===== src/rtl/mac_kbd_pkg.sv =====
// Shared constants and types for the Mac keyboard FIFO front end.
package mac_kbd_pkg;

  typedef enum logic [7:0] {
    CMD_NONE    = 8'h00,
    CMD_INQUIRY = 8'h10,
    CMD_INSTANT = 8'h14,
    CMD_MODEL   = 8'h16,
    CMD_TEST    = 8'h36
  } mac_cmd_e;

  typedef enum logic [1:0] {
    IDLE,
    WAIT,
    INQ
  } kbd_state_e;

  localparam logic [7:0] PREFIX_71    = 8'h71;
  localparam logic [7:0] PREFIX_79    = 8'h79;
  localparam logic [9:0] CAPS_PRESS   = 10'h073;
  localparam logic [9:0] CAPS_RELEASE = 10'h0F3;

  function automatic logic is_cmd(input logic [7:0] code);
    logic ok;
    case (code)
      CMD_INQUIRY, CMD_INSTANT, CMD_MODEL, CMD_TEST: ok = 1'b1;
      default:                                       ok = 1'b0;
    endcase
    return ok;
  endfunction

endpackage


===== src/rtl/mac_keyboard_fifo_if.sv =====
// Mac-side command/reply bus: commands flow Mac -> keyboard, replies keyboard -> Mac.
interface mac_keyboard_fifo_if;
  logic [7:0] data_out;
  logic       strobe_out;
  logic [7:0] data_in;
  logic       strobe_in;

  modport master (output data_out, output strobe_out, input data_in, input strobe_in);
  modport slave  (input data_out, input strobe_out, output data_in, output strobe_in);
endinterface


===== src/rtl/mac_kbd_fifo.sv =====
// Synchronous FIFO for key events; push while full is accepted only alongside a pop.
module mac_kbd_fifo #(
  parameter int DEPTH = 8,
  parameter int WIDTH = 10
) (
  input  logic                     clk,
  input  logic                     reset,
  input  logic                     push,
  input  logic                     pop,
  input  logic                     flush,
  input  logic [WIDTH-1:0]         push_data,
  output logic [WIDTH-1:0]         head,
  output logic                     full,
  output logic                     empty,
  output logic [$clog2(DEPTH):0]   level
);

  localparam int AW = $clog2(DEPTH);

  logic [WIDTH-1:0] mem [DEPTH];
  logic [AW-1:0]    wr_ptr, rd_ptr;
  logic [AW:0]      count;
  logic             do_push, do_pop;

  assign empty   = (count == '0);
  assign full    = (count == (AW+1)'(DEPTH));
  assign do_pop  = pop && !empty;
  assign do_push = push && (!full || do_pop);
  assign head    = mem[rd_ptr];
  assign level   = count;

  always_ff @(posedge clk or posedge reset) begin
    if (reset) begin
      wr_ptr <= '0;
      rd_ptr <= '0;
      count  <= '0;
    end else if (flush) begin
      wr_ptr <= '0;
      rd_ptr <= '0;
      count  <= '0;
    end else begin
      if (do_push) wr_ptr <= wr_ptr + 1'b1;
      if (do_pop)  rd_ptr <= rd_ptr + 1'b1;
      case ({do_push, do_pop})
        2'b10:   count <= count + 1'b1;
        2'b01:   count <= count - 1'b1;
        default: count <= count;
      endcase
    end
  end

  always_ff @(posedge clk) begin
    if (do_push && !flush) mem[wr_ptr] <= push_data;
  end

endmodule


===== src/rtl/mac_keyboard_fifo.sv =====
// Host key events -> FIFO -> Mac keyboard-protocol replies, paced by an en-cycle counter.
// state | meaning: IDLE no command pending | WAIT pacing to SHORT_TICKS | INQ inquiry waiting for a key or timeout
module mac_keyboard_fifo
  import mac_kbd_pkg::*;
#(
  parameter int         FIFO_DEPTH  = 8,
  parameter int         SHORT_TICKS = 4095,
  parameter int         LONG_TICKS  = 1048575,
  parameter logic [7:0] MODEL_ID    = 8'h0B,
  parameter logic [7:0] TEST_ACK    = 8'h7D,
  parameter logic [7:0] NULL_CODE   = 8'h7B
) (
  input  logic                         clk,
  input  logic                         reset,
  input  logic                         en,
  input  logic                         kbd_strobe,
  input  logic [9:0]                   kbd_data,
  mac_keyboard_fifo_if.slave           mac,
  output logic [$clog2(FIFO_DEPTH):0]  fifo_level,
  output logic                         overflow,
  output logic                         caps_state
);

  localparam int             CW      = $clog2(LONG_TICKS + 1);
  localparam logic [CW-1:0]  SHORT_C = CW'(SHORT_TICKS);
  localparam logic [CW-1:0]  LONG_C  = CW'(LONG_TICKS);

  kbd_state_e     state, state_nxt;
  mac_cmd_e       cmd_q;
  logic [CW-1:0]  cnt;
  logic [1:0]     sub_idx, sub_nxt;
  logic           strobe_q;

  logic           key_ev, push_req;
  logic [9:0]     push_data;
  logic [9:0]     head;
  logic           fifo_full, fifo_empty, fifo_pop;

  logic           reply_fire, send_key, do_flush;
  logic [7:0]     fixed_byte, key_byte, reply_byte;
  logic           key_last;

  // Ingress: a toggle on kbd_strobe marks one event; caps release is swallowed.
  assign key_ev    = en && (kbd_strobe != strobe_q);
  assign push_req  = key_ev && (kbd_data != CAPS_RELEASE);
  assign push_data = (kbd_data == CAPS_PRESS) ? {kbd_data[9:8], caps_state, CAPS_PRESS[6:0]}
                                              : kbd_data;

  always_ff @(posedge clk or posedge reset) begin
    if (reset) begin
      strobe_q   <= 1'b0;
      caps_state <= 1'b0;
    end else if (en) begin
      strobe_q <= kbd_strobe;
      if (key_ev && kbd_data == CAPS_PRESS) caps_state <= ~caps_state;
    end
  end

  mac_kbd_fifo #(.DEPTH(FIFO_DEPTH), .WIDTH(10)) u_fifo (
    .clk       (clk),
    .reset     (reset),
    .push      (push_req),
    .pop       (fifo_pop),
    .flush     (do_flush),
    .push_data (push_data),
    .head      (head),
    .full      (fifo_full),
    .empty     (fifo_empty),
    .level     (fifo_level)
  );

  always_ff @(posedge clk or posedge reset) begin
    if (reset) begin
      overflow <= 1'b0;
    end else if (do_flush) begin
      overflow <= 1'b0;
    end else if (push_req && fifo_full && !fifo_pop) begin
      overflow <= 1'b1;
    end
  end

  always_ff @(posedge clk or posedge reset) begin
    if (reset) begin
      cnt   <= '0;
      cmd_q <= CMD_NONE;
    end else if (en) begin
      if (mac.strobe_out) begin
        cnt   <= '0;
        cmd_q <= is_cmd(mac.data_out) ? mac_cmd_e'(mac.data_out) : CMD_NONE;
      end else if (cnt != LONG_C) begin
        cnt <= cnt + 1'b1;
      end
    end
  end

  // Head-entry byte sequencer: sub_idx[0] = 0x71 prefix sent, sub_idx[1] = 0x79 prefix sent.
  always_comb begin
    key_byte = head[7:0];
    key_last = 1'b1;
    sub_nxt  = 2'b00;
    if (head[9] && !sub_idx[0]) begin
      key_byte = {head[7], PREFIX_71[6:0]};
      key_last = 1'b0;
      sub_nxt  = sub_idx | 2'b01;
    end else if (head[8] && !sub_idx[1]) begin
      key_byte = PREFIX_79;
      key_last = 1'b0;
      sub_nxt  = sub_idx | 2'b10;
    end
  end

  assign fifo_pop = send_key && key_last;

  always_ff @(posedge clk or posedge reset) begin
    if (reset) begin
      sub_idx <= 2'b00;
    end else if (do_flush) begin
      sub_idx <= 2'b00;
    end else if (send_key) begin
      sub_idx <= sub_nxt;
    end
  end

  always_ff @(posedge clk or posedge reset) begin
    if (reset) state <= IDLE;
    else       state <= state_nxt;
  end

  always_comb begin
    state_nxt = state;
    if (en) begin
      if (mac.strobe_out) begin
        state_nxt = is_cmd(mac.data_out) ? WAIT : IDLE;
      end else begin
        case (state)
          WAIT: if (cnt == SHORT_C) begin
            state_nxt = (cmd_q == CMD_INQUIRY && fifo_empty) ? INQ : IDLE;
          end
          INQ:  if (!fifo_empty || cnt == LONG_C) state_nxt = IDLE;
          default: state_nxt = state;
        endcase
      end
    end
  end

  // A command arriving in the same cycle as a due reply takes priority and abandons it.
  always_comb begin
    reply_fire = 1'b0;
    send_key   = 1'b0;
    do_flush   = 1'b0;
    fixed_byte = NULL_CODE;
    if (en && !mac.strobe_out) begin
      case (state)
        WAIT: if (cnt == SHORT_C) begin
          case (cmd_q)
            CMD_MODEL: begin
              reply_fire = 1'b1;
              fixed_byte = MODEL_ID;
              do_flush   = 1'b1;
            end
            CMD_TEST: begin
              reply_fire = 1'b1;
              fixed_byte = TEST_ACK;
              do_flush   = 1'b1;
            end
            CMD_INSTANT: begin
              reply_fire = 1'b1;
              send_key   = !fifo_empty;
            end
            CMD_INQUIRY: if (!fifo_empty) begin
              reply_fire = 1'b1;
              send_key   = 1'b1;
            end
            default: reply_fire = 1'b0;
          endcase
        end
        INQ: begin
          if (!fifo_empty) begin
            reply_fire = 1'b1;
            send_key   = 1'b1;
          end else if (cnt == LONG_C) begin
            reply_fire = 1'b1;
          end
        end
        default: reply_fire = 1'b0;
      endcase
    end
  end

  assign reply_byte    = send_key ? key_byte : fixed_byte;
  assign mac.strobe_in = reply_fire;
  assign mac.data_in   = reply_fire ? reply_byte : NULL_CODE;

endmodule


===== src/flat_wrapper.sv =====
// flat-port wrapper written by rule: the top's interface ports become plain ports
module mac_keyboard_fifo_flat import mac_kbd_pkg::*;
#(
  parameter int         FIFO_DEPTH  = 8,
  parameter int         SHORT_TICKS = 4095,
  parameter int         LONG_TICKS  = 1048575,
  parameter logic [7:0] MODEL_ID    = 8'h0B,
  parameter logic [7:0] TEST_ACK    = 8'h7D,
  parameter logic [7:0] NULL_CODE   = 8'h7B
)
  (clk, reset, en, kbd_strobe, kbd_data, fifo_level, overflow, caps_state, mac_data_out, mac_strobe_out, mac_data_in, mac_strobe_in);
  mac_keyboard_fifo_if mac_i ();
  input  logic clk;
  input  logic reset;
  input  logic en;
  input  logic kbd_strobe;
  input  logic [9:0] kbd_data;
  output logic [$clog2(FIFO_DEPTH):0] fifo_level;
  output logic overflow;
  output logic caps_state;
  input wire logic [$bits(mac_i.data_out)-1:0] mac_data_out;
  input wire logic [$bits(mac_i.strobe_out)-1:0] mac_strobe_out;
  output wire logic [$bits(mac_i.data_in)-1:0] mac_data_in;
  output wire logic [$bits(mac_i.strobe_in)-1:0] mac_strobe_in;
  assign mac_i.data_out = mac_data_out;
  assign mac_i.strobe_out = mac_strobe_out;
  assign mac_data_in = mac_i.data_in;
  assign mac_strobe_in = mac_i.strobe_in;
  mac_keyboard_fifo #(.FIFO_DEPTH(FIFO_DEPTH), .SHORT_TICKS(SHORT_TICKS), .LONG_TICKS(LONG_TICKS), .MODEL_ID(MODEL_ID), .TEST_ACK(TEST_ACK), .NULL_CODE(NULL_CODE)) u_core (.clk(clk), .reset(reset), .en(en), .kbd_strobe(kbd_strobe), .kbd_data(kbd_data), .mac(mac_i), .fifo_level(fifo_level), .overflow(overflow), .caps_state(caps_state));
endmodule

===== config.mk =====
export PLATFORM = sky130hd
export DESIGN_NAME = mac_keyboard_fifo_flat
export DESIGN_NICKNAME = d
export VERILOG_FILES = /design/src/rtl/mac_kbd_pkg.sv /design/src/rtl/mac_keyboard_fifo_if.sv /design/src/rtl/mac_kbd_fifo.sv /design/src/rtl/mac_keyboard_fifo.sv /design/src/flat_wrapper.sv
export SDC_FILE = /design/constraint.sdc
export NUM_CORES = 1
export LEC_CHECK = 0
export BUFFER_PORTS_ARGS = -buffer_cell sky130_fd_sc_hd__buf_4
export CAP_MARGIN = 20
export CORE_MARGIN = 5
export CORE_UTILIZATION = 50
export CTS_BUF_LIST = sky130_fd_sc_hd__clkbuf_16
export CTS_CLUSTER_SIZE = 25
export DETAILED_ROUTE_END_ITERATION = 8
export PLACE_DENSITY = 0.68
export SETUP_SLACK_MARGIN = 0.5
export SYNTH_ARGS = -nofsm -noshare
export SYNTH_HDL_FRONTEND = slang
export SYNTH_SLANG_ARGS = --single-unit

===== constraint.sdc =====
create_clock -name clk -period 10.3 [get_ports clk]
set_input_delay 0 -clock clk [delete_from_list [all_inputs] [get_ports clk]]
set_output_delay 0 -clock clk [all_outputs]
set_load 0.01 [all_outputs]

==> results of run 1 <==
[power groups by stage]
stage	logic (mW)	registers, mW	clock network, mW
after global placement	0.153	0.625	0
after detailed placement	0.158	0.626	0
after floorplan	0.103	0.613	0
after CTS	0.164	0.617	0.581
final	0.165	0.617	0.571
after global routing	0.183	0.622	0.607
[worst paths after layout]
kind / end / slack (ns) / cells after the start
max: u_core.u_fifo.mem[2][5]$_DFFE_PP_ / 6.62 / 7
min reg2reg: u_core.cmd_q[4]$_DFFE_PP0P_ / 0.48 / 1
max in group asynchronous: u_core.cmd_q[0]$_DFFE_PP0P_ / 9.81 / 4
min: u_core.cmd_q[5]$_DFFE_PP0P_ / 0.02 / 5
max reg2reg: u_core.u_fifo.mem[2][5]$_DFFE_PP_ / 6.62 / 7
min in group asynchronous: u_core.cnt[4]$_DFFE_PP0P_ / 0.04 / 3
[layer usage]
metal / global-route usage (%) / wire [um] / up-vias
li1: - / - / 1816
met5: 0 / 0 / -
met3: 5.969 / 919 / 24
met1: 26.98 / 5780 / 1919
met4: 8.505 / 360 / 0
met2: 29.50 / 6018 / 145
[Yosys cell counts, types with 4 or more instances]
master and n:
o31ai_1 4, dfrtp_1 45, a211oi_1 5, nand4_1 13, a31oi_1 5, nor2_1 31, nor4_1 15, nor3_1 9
mux4_1 4, mux4_2 16, inv_1 10, and3_1 4, a21o_1 4, mux2i_1 8, nand2_1 32, nand3_1 13
and2_1 5, a21oi_1 16, o21ai_0 14, xor2_1 14, nand2b_1 5, edfxtp_1 80, nor2b_1 5, clkbuf_1 14
ha_1 7, buf_2 4
[area by class of cell]
cell class	instances	area (um^2)	share of cell area, %
Multi-Input combinational cell	280	2258	31.68
Inverter	12	45.04	0.6318
Clock buffer	17	425.4	5.967
Clock inverter	15	147.6	2.071
Sequential cell	125	3528	49.49
Tap cell	143	178.9	2.510
Timing Repair Buffer	65	545.5	7.652
[through the flow]
step           std cells  worst slack, ns  hold WS (ns)
2_1_floorplan        437            6.844       0.09887
3_3_place_gp         601            6.694        0.2264
3_5_place_dp         601            6.501        0.2293
4_1_cts              652            6.479      0.005877
5_1_grt              657            6.343       0.04419
6_report             657            6.615       0.01905
[sequential cells by signal, indices dropped and copies added, names as in the netlist, 2 cells and up]
register              count
u_core.u_fifo.rd_ptr      3
u_core.sub_idx            2
u_core.u_fifo.level       4
u_core.u_fifo.mem        80
u_core.u_fifo.wr_ptr      3
u_core.cmd_q              8
u_core.state              2
u_core.cnt               20
[critical path: stages, from the launching register on]
cell and delay [ns]:
dfrtp_1 0.32, buf_4 0.34, mux4_1 0.67, mux2i_4 0.22, o22ai_4 0.13, nor3_4 0.42, o21ai_4 0.23, nor4_2 0.95
[timing repair]
| item | 4_1_cts | 5_1_grt |
|---|---|---|
| hold buffers | 19 | 0 |
| endpoints found under the setup margin | 0 | 0 |
| endpoints found under the hold margin | 127 | 0 |
[cell families after synthesis]
logic type | share of synthesized area [%]
simple gates | 14.40
flops | 60.05
compound gates | 8.199
mux | 10.88
buf+inv | 2.257
xor+xnor | 2.385
fa+ha+maj | 1.831
==> metrics.yaml, run 1 <==
yosys:
  synth_async_sr_flop_share_pct: 36.00
  yosys-top-cells-area: "edfxtp_1, dfrtp_1, mux4_2, xor2_1, nand2_1"
  netlist_area_um2: 5876
  yosysTopAreaCellShare_pct: 40.89
  yosys_warnings: 0
  ys_types: 62
  synth_edf_count: 80
  syn-mean-instance-area_um2: 13.45
  synth_top_area_cell: "edfxtp_1"
  ys_seq_area_share_pct: 60.05
  synth_flop_cell: "edfxtp_1"
  synth-seq-cells: 125
  synth_cells: 437
  synth_nets: 468
final_layout:
  areaGrowthSynthToFinish_pct: 21.34
  final_cell_mix: "edfxtp_1, dfrtp_1, buf_4"
  n_fill_cell: 848
  drive_gt1_share_pct: 22.37
  fin_util_pct: 62.17
  design_area_um2: 7129
  final_common_cell: "edfxtp_1"
  fin_nets: 532
  n_antenna_cell: 0
sta:
  rsz0062_at_grt: "no"
  finClkSkew_ns: 0.008107
  max-slew-margin-rel_pct: 28.84
  maxSlewViolCount: 0
  finalHoldViolCount: 0
  setup_violations: 0
  min_period_ns: 3.685
  tns_ns: 0
  tightest_slew_ns: 1.059
  fmax_mhz: 271.4
  fin_crit_sh_pct: 35.77
placed_design:
  place_hpwl_mm: 9.056
  gp_congestion: 0.8603
  dpl_cell_area_um2: 6319
  portBuffers: 37
clocking:
  cts_setup_buffers: 0
  cts_tree: "built"
  cts_resized: 0
  clock_path_buffers: 2
  insertion_delay_ns: 0.42
  clk_pin_slew_ns: 0.06
  htreeDepth: 4
  numCtsBuffers: 17
  cts_sinks: 125
  cts_root_buffer: "clkbuf_16"
worst_setup_path:
  critPathKind: "reg2reg"
  timing.rr.start: "u_core.u_fifo.rd_ptr[0]$_DFFE_PP0P_"
  startpoint: "u_core.u_fifo.rd_ptr[0]$_DFFE_PP0P_"
  start_kind: "register"
  worstPathRequired_ns: 10.33
  crit_fanout: 22
  critPathCaptureType: "register"
  cp.arrival_ns: 3.72
floorplan:
  row_count: 39
  die_x_um: 118.4
  ioPinCount: 38
  initial_utilization_pct: 51.24
  die-area_um2: 14020
  fp.dieH_um: 118.4
  design.core.area_um2: 11470
route:
  drt-wirelength-per-cell_um: 19.91
  drt_first_iter_violations: 359
  viasPerCell: 5.942
  first_pass_iters: 5
  vias: 3904
  finalWirelength_mm: 13.08
  ant_nets: 0
  drc_errors: 0
pwr:
  p_sw_share_pct: 25.56
  leakage_nw: 2.626
  power_frac_seq_pct: 45.6
  combPwrFrac_pct: 12.2
  power_density_nw_per_um2: 189.7
  max-vdd-ir-drop_uv: 182.4
  internal-power_mw: 1.007
  power_mw: 1.353
  power_frac_clock_pct: 42.2
  p_sw_mw: 0.3457
grt:
  track_usage_pct: 19.74
  grt_pass1_vias: 3946
  grt_pass1_wl_mm: 21.09
  grt-ovfl-total: 0
  antenna_found_initial: 0
  grt_max_degree: 46
worst_hold_path:
  min_from: "mac_data_out[4]"
  hp-class: "in2reg"
job:
  max_cap_violations: 0
run_status:
  status: "finished clean"
(Power assumes the default switching activity.)
==> run 2: changes to the inputs <==
- clock period: 10.3 -> 3.8 ns (I/O delays scaled with it)
==> run 2 against run 1 <==
  * Setup slack worse by 5.9 ns
  * Wire length up 1.9%
  * Non-clock buffer count up 10
  * Clock skew about the same
==> metrics.yaml, run 2 (synthesized netlist as in run 1, its figures left out) <==
sta:
  min_period_ns: 3.102  # -0.5823 ns
  finalHoldViolCount: 0  # unchanged
  tns_ns: 0  # unchanged
  setup_violations: 0  # unchanged
  fmax_mhz: 322.4  # +19%
  fin_crit_sh_pct: 81.64  # +46 points
  tightest_slew_ns: 0.9952  # -0.06333 ns
  fin_ws_ns: 0.6978  # -5.918 ns
  maxSlewViolCount: 0  # unchanged
  max-slew-margin-rel_pct: 33.04  # +4.2 points
  rsz0062_at_grt: "yes"
  finClkSkew_ns: 0.008041  # -0.00006633 ns
clocking:
  clk_pin_slew_ns: 0.06  # about the same
  clock_path_buffers: 2  # unchanged
  htreeDepth: 4  # unchanged
  numCtsBuffers: 17  # unchanged
  cts_setup_buffers: 0  # unchanged
  cts_sinks: 125  # unchanged
  insertion_delay_ns: 0.43  # about the same
  cts_root_buffer: "clkbuf_16"
  cts_tree: "built"
floorplan:
  die-area_um2: 14020  # unchanged
  initial_utilization_pct: 51.24  # unchanged
  design.core.area_um2: 11470  # unchanged
  die_x_um: 118.4  # unchanged
  ioPinCount: 38  # unchanged
  row_count: 39  # unchanged
  fp.dieH_um: 118.4  # unchanged
pwr:
  power_density_nw_per_um2: 545.6  # +190%
  max-vdd-ir-drop_uv: 484.1  # +170%
  leakage_nw: 2.735  # +4.1%
final_layout:
  fin_util_pct: 63.88  # +1.7 points
  largest_reg_flops: 80  # unchanged
  fin_nets: 542  # +1.9%
  final_common_cell: "edfxtp_1"
  design_area_um2: 7326  # +2.8%
  areaGrowthSynthToFinish_pct: 24.68
  largest_register: "u_core.u_fifo.mem"
  n_antenna_cell: 0  # unchanged
  top_regs: "u_core.u_fifo.mem x80, u_core.cnt x20, u_core.cmd_q x8"
  final_cell_mix: "edfxtp_1, buf_4, dfrtp_1"
  drive_gt1_share_pct: 25.00  # +2.6 points
  fin_cells: 667  # +1.5%
grt:
  track_usage_pct: 19.77  # +0.035 points
  grt-ovfl-total: 0  # unchanged
  antenna_found_initial: 0  # unchanged
  grt_pass1_wl_mm: 21.25  # +0.75%
  grt_max_degree: 46  # unchanged
  grt_pass1_vias: 3893  # -1.3%
placed_design:
  gp_congestion: 0.9038  # +5.1%
  place_hpwl_mm: 8.445  # -6.8%
  dpl.cell_count: 615  # +2.3%
  dpl_cell_area_um2: 6424  # +1.7%
  portBuffers: 37  # unchanged
  place_ws_ns: 0.6436  # -5.857 ns
worst_setup_path:
  critPathCaptureType: "register"
  cp.arrival_ns: 3.36  # -0.36 ns
  crit_fanout: 10  # -55%
  start_kind: "register"
  worstPathRequired_ns: 4.06  # -6.27 ns
  critPathKind: "reg2reg"
route:
  drt-wirelength-per-cell_um: 19.99  # +0.41%
  ant_nets: 0  # unchanged
  drt_first_iter_violations: 315  # -12%
  vias: 3920  # +0.41%
  drc_errors: 0  # unchanged
  first_pass_iters: 5  # unchanged
  viasPerCell: 5.877  # -1.1%
  finalWirelength_mm: 13.33  # +1.9%
worst_hold_path:
  hp-class: "in2async"
job:
  max_cap_violations: 0  # unchanged
run_status:
  status: "finished clean"
-- run 2: worst max-delay path: stages, from the launching register on --
cell and delay [ns]:
dfrtp_1 0.39, inv_1 0.06, ha_1 0.14, nor2b_1 0.23, and4_1 0.28, a41oi_2 0.28
nor4_4 0.34, buf_4 0.20, ha_1 0.23, a21o_1 0.18, a21oi_2 0.19, a311oi_1 0.06
a211oi_1 0.26, nor3_1 0.07
-- run 2: path summary, 6_finish.rpt --
check	depth (start not counted)	to	slack, ns	start
max	13	u_core.u_fifo.level[3]$_DFFE_PP0P_	0.70	u_core.state[1]$_DFFE_PP0P_
min	3	u_core.cnt[3]$_DFFE_PP0P_	0.0003	reset
max reg2reg	13	u_core.u_fifo.level[3]$_DFFE_PP0P_	0.70	u_core.state[1]$_DFFE_PP0P_
min reg2reg	1	u_core.cmd_q[4]$_DFFE_PP0P_	0.49	u_core.cmd_q[4]$_DFFE_PP0P_
max in group asynchronous	4	u_core.u_fifo.rd_ptr[0]$_DFFE_PP0P_	3.36	reset
min in group clk	5	u_core.cmd_q[5]$_DFFE_PP0P_	0.02	mac_data_out[4]
-- run 2: routing by layer --
metal  up-vias  share of wire, %  wire length, um  GRT usage, %
li1       1840                 -                -             -
met1      1941                43             5720         25.49
met2       113                50             6657         31.79
met3        26               5.2              697         5.587
met4         0               1.9              256         8.009
met5         -                 0                0             0
-- run 2: through the flow --
| step | power, mW | hold slack, ns |
|---|---|---|
| floorplan | 1.942 | 0.09887 |
| global placement | 2.107 | 0.2274 |
| detailed placement | 2.126 | 0.2340 |
| CTS | 4.015 | 0.01558 |
| global route | 4.160 | 0.002842 |
| finish | 3.997 | 0.0003468 |
-- run 2: area by class of cell --
| type | count | area, um^2 |
|---|---|---|
| clock buffer | 17 | 425.4 |
| clock inverter | 15 | 256.5 |
| fill | 825 | 4141 |
| inverter | 12 | 45.04 |
| multi-input combinational | 280 | 2267 |
| sequential | 125 | 3530 |
| tap | 143 | 178.9 |
| timing repair buffer | 75 | 623.1 |
-- run 2: repair_timing --
item / 4_1_cts / 5_1_grt
resized for setup: 0 / 3
setup endpoints to repair: 0 / 4
endpoints found under the hold margin: 127 / 0
hold buffers: 19 / 0
-- run 2: report_power, final --
part           internal (mW)  switching (mW)
clock network           1.24           0.634
logic                  0.209           0.252
registers               1.57          0.0922
==> run 3: changes to the inputs <==
- ABC_AREA: default -> 1
- clock period: 3.8 -> 3 ns (I/O delays scaled with it)
==> run 3 against run 2 <==
  * Maximum frequency increased by 30%
  * Critical endpoint unchanged
  * Flip-flop and latch count unchanged
  * Setup slack got worse by 0.083 ns
  * Utilization increased by 0.81 points
  * Critical path type unchanged
  * Via count increased by 28%
  * Cell area increased by 6.5%
  * Wire length increased by 14%
==> metrics.yaml, run 3 <==
run_status:
  status: "finished clean"
final_layout:
  n_antenna_cell: 0  # unchanged
  top_regs: "u_core.u_fifo.mem x80, u_core.cnt x20, u_core.cmd_q x8"
  largest_register: "u_core.u_fifo.mem"
  final_common_cell: "nand2_1"
  fin_util_pct: 64.70  # +0.81 points
  areaGrowthSynthToFinish_pct: 26.46
  design_area_um2: 7804  # +6.5%
  n_fill_cell: 962  # +17%
  fin_nets: 771  # +42%
  drive_gt1_share_pct: 21.65  # -3.4 points
  final_cell_mix: "nand2_1, edfxtp_1, inv_1"
  fin_cells: 921  # +38%
  largest_reg_flops: 80  # unchanged
grt:
  track_usage_pct: 21.73  # +2.0 points
  grt-ovfl-total: 0  # unchanged
  antenna_found_initial: 0  # unchanged
  grt_pass1_wl_mm: 24.55  # +16%
  grt_max_degree: 46  # unchanged
  grt_pass1_vias: 4832  # +24%
clocking:
  cts_tree: "built"
  htreeDepth: 4  # unchanged
  numCtsBuffers: 17  # unchanged
  insertion_delay_ns: 0.42  # about the same
  clock_path_buffers: 2  # unchanged
  cts_root_buffer: "clkbuf_16"
  clk_pin_slew_ns: 0.06  # about the same
  cts_sinks: 125  # unchanged
floorplan:
  die-area_um2: 14660  # +4.6%
  initial_utilization_pct: 51.16  # -0.077 points
  die_x_um: 121.1  # +2.3%
  row_count: 40  # +2.6%
  fp.dieH_um: 121.1  # +2.3%
  design.core.area_um2: 12060  # +5.2%
  ioPinCount: 38  # unchanged
yosys:
  ys_types: 48  # -23%
  synth_edf_count: 80  # unchanged
  syn-mean-instance-area_um2: 9.450  # -30%
  netlist_area_um2: 6171  # +5.0%
  yosysTopAreaCellShare_pct: 38.93  # -2.0 points
  synth_nets: 684  # +46%
  synth_cells: 653  # +49%
  ys_seq_area_share_pct: 57.18  # -2.9 points
  synth_commonest_cells: "nand2_1, edfxtp_1, inv_1"
  synth_top_area_cell: "edfxtp_1"
  yosysMostFrequentCell: "nand2_1"
  yosys-top-cells-area: "edfxtp_1, dfrtp_1, nand2_1, inv_1, nand3_1"
  synth-seq-cells: 125  # unchanged
  yosys_warnings: 0  # unchanged
  synth_async_sr_flop_share_pct: 36.00  # unchanged
  synth_flop_cell: "edfxtp_1"
worst_setup_path:
  critPathKind: "reg2reg"
  r2r-end: "u_core.u_fifo.level[3]$_DFFE_PP0P_"
  timing.rr.start: "u_core.cnt[0]$_DFFE_PP0P_"
  start_kind: "register"
  cp.arrival_ns: 2.70  # -0.66 ns
  startpoint: "u_core.cnt[0]$_DFFE_PP0P_"
  r2r_slack_ns: 0.61  # -0.08 ns
  crit_buf_inv: 4  # +2
  crit_fanout: 4  # -6
  cp_cell_sequence: "ha_4 > inv_1 > nor2_4 > nand3_4 > nor2_4 > nand3_4 > nand2_4 > nand4_4 > inv_2 > buf_4 > ha_1 > nand3_2 > nand2_2 > xor2_2 > inv_1 > nand2_1 > nand2_1 > nand3_1 > nand2_1"
  worstPathRequired_ns: 3.31  # -0.75 ns
  critPathMaxStageDelay_ns: 0.39  # about the same
  path_common_cell: "nand2_1"
  r2r_cells: 19  # +6
  critPathCaptureType: "register"
  cp_slowest_cell: "dfrtp_1"
  cp_top_family: "simple AND/OR/NAND/NOR gates"
pwr:
  internal-power_mw: 3.553  # +18%
  power_density_nw_per_um2: 618.0  # +13%
  leakage_nw: 3.228  # +18%
  max-vdd-ir-drop_uv: 561.3  # +16%
  power_frac_seq_pct: 43.5  # +2.0 points
  combPwrFrac_pct: 11.8  # +0.2 points
  power_frac_clock_pct: 44.7  # -2.3 points
  p_sw_share_pct: 26.32  # +1.8 points
  power_mw: 4.823  # +21%
  p_sw_mw: 1.269  # +30%
placed_design:
  dpl.cell_count: 850  # +38%
  portBuffers: 37  # unchanged
  dpl_cell_area_um2: 6674  # +3.9%
  gp_congestion: 0.8517  # -5.8%
  place_hpwl_mm: 9.762  # +16%
job:
  max_cap_violations: 0  # unchanged
route:
  finalWirelength_mm: 15.26  # +14%
  drc_errors: 0  # unchanged
  first_pass_iters: 5  # unchanged
  drt_first_iter_violations: 481  # +53%
  drt-wirelength-per-cell_um: 16.56  # -17%
  ant_nets: 0  # unchanged
  vias: 5025  # +28%
  viasPerCell: 5.456  # -7.2%
sta:
  min_period_ns: 2.385  # -0.7168 ns
  max-slew-margin-rel_pct: 43.87  # +11 points
  tightest_slew_ns: 0.8332  # -0.1621 ns
  setup_violations: 0  # unchanged
  maxSlewViolCount: 0  # unchanged
  fmax_mhz: 419.2  # +30%
  rsz0062_at_grt: "yes"
  fin_crit_sh_pct: 79.51  # -2.1 points
  finalHoldViolCount: 0  # unchanged
  finClkSkew_ns: 0.01011  # +0.002069 ns
  tns_ns: 0  # unchanged
worst_hold_path:
  holdPathStages: 6
  min_from: "mac_data_out[6]"
  hp-class: "in2reg"
  hold_end: "u_core.state[0]$_DFFE_PP0P_"
-- run 3: changes by cell type after synthesis, sizes merged, moves of 8 or more --
cell | previous run | this run
a21oi | 16 | 29
inv | 12 | 84
mux2i | 10 | 0
mux4 | 20 | 0
nand2 | 32 | 148
nand3 | 13 | 51
nor2 | 31 | 59
nor4 | 17 | 5
o21ai | 18 | 35
xor2 | 14 | 6
-- run 3: power groups by stage --
stage | Combinational, mW | Sequential [mW] | Clock [mW]
floorplan | 0.324 | 2.10 | 0
global placement | 0.500 | 2.12 | 0
detailed placement | 0.517 | 2.12 | 0
CTS | 0.547 | 2.09 | 2.18
global route | 0.636 | 2.11 | 2.27
finish | 0.567 | 2.10 | 2.16
-- run 3: kinds of logic after synthesis --
kind of cell             share of synthesized area, %
AND/OR/NAND/NOR                                 23.56
flip-flops                                      57.18
buffers and inverters                           7.198
AO/OA/AOI/OAI                                   9.043
XOR/XNOR                                        1.277
adder cells (fa/ha/maj)                         1.744
-- run 3: area by class of cell --
type / count / area (um^2) / share of cell area (%)
repair buffers: 94 / 779.5 / 9.989
inverters: 85 / 329.1 / 4.217
flip-flops and latches: 125 / 3531 / 45.25
clock buffers: 17 / 425.4 / 5.451
well taps: 168 / 210.2 / 2.694
clock inverters: 15 / 196.4 / 2.517
multi-input cells: 417 / 2332 / 29.89
-- run 3: layer usage --
| layer | up-vias | GRT usage, % | share of wire [%] |
|---|---|---|---|
| met4 | 0 | 7.507 | 1.6 |
| met1 | 2455 | 29.72 | 46 |
| li1 | 2397 | - | - |
| met3 | 25 | 6.247 | 5.1 |
| met2 | 148 | 33.28 | 47 |
| met5 | - | 0 | 0 |
-- run 3: worst max path at each step --
| stage | end | slack (ns) | depth (start not counted) |
|---|---|---|---|
| 2_1_floorplan | u_core.u_fifo.level[3]$_DFFE_PP0P_ | 0.51 | 18 |
| 3_3_place_gp | u_core.u_fifo.level[3]$_DFFE_PP0P_ | 0.29 | 18 |
| 3_5_place_dp | u_core.u_fifo.level[3]$_DFFE_PP0P_ | 0.20 | 18 |
| 4_1_cts | u_core.u_fifo.level[3]$_DFFE_PP0P_ | 0.51 | 17 |
| 5_1_grt | u_core.u_fifo.level[3]$_DFFE_PP0P_ | 0.45 | 19 |
| 6_report | u_core.u_fifo.level[3]$_DFFE_PP0P_ | 0.61 | 19 |
-- run 3: stage by stage --
stage / hold WS, ns / setup WS (ns)
6_report: 0.02606 / 0.6146
5_1_grt: 0.06372 / 0.4495
4_1_cts: 0.007128 / 0.5052
3_5_place_dp: 0.2347 / 0.1950
3_3_place_gp: 0.2281 / 0.2930
2_1_floorplan: 0.09887 / 0.5070
-- run 3: worst min-delay path: stages --
cell and delay [ns]:
buf_4 0.07, inv_1 0.03, o2111ai_1 0.09, inv_1 0.07, nand2_1 0.08, nand2_1 0.05
-- run 3: timing repair --
| item | CTS | global route |
|---|---|---|
| buffers inserted | 9 | 6 |
| endpoints found under the hold margin | 128 | 2 |
| pin swaps | 6 | 11 |
| endpoints found under the setup margin | 15 | 16 |
| gates resized for setup | 11 | 23 |
| hold buffers | 22 | 1 |
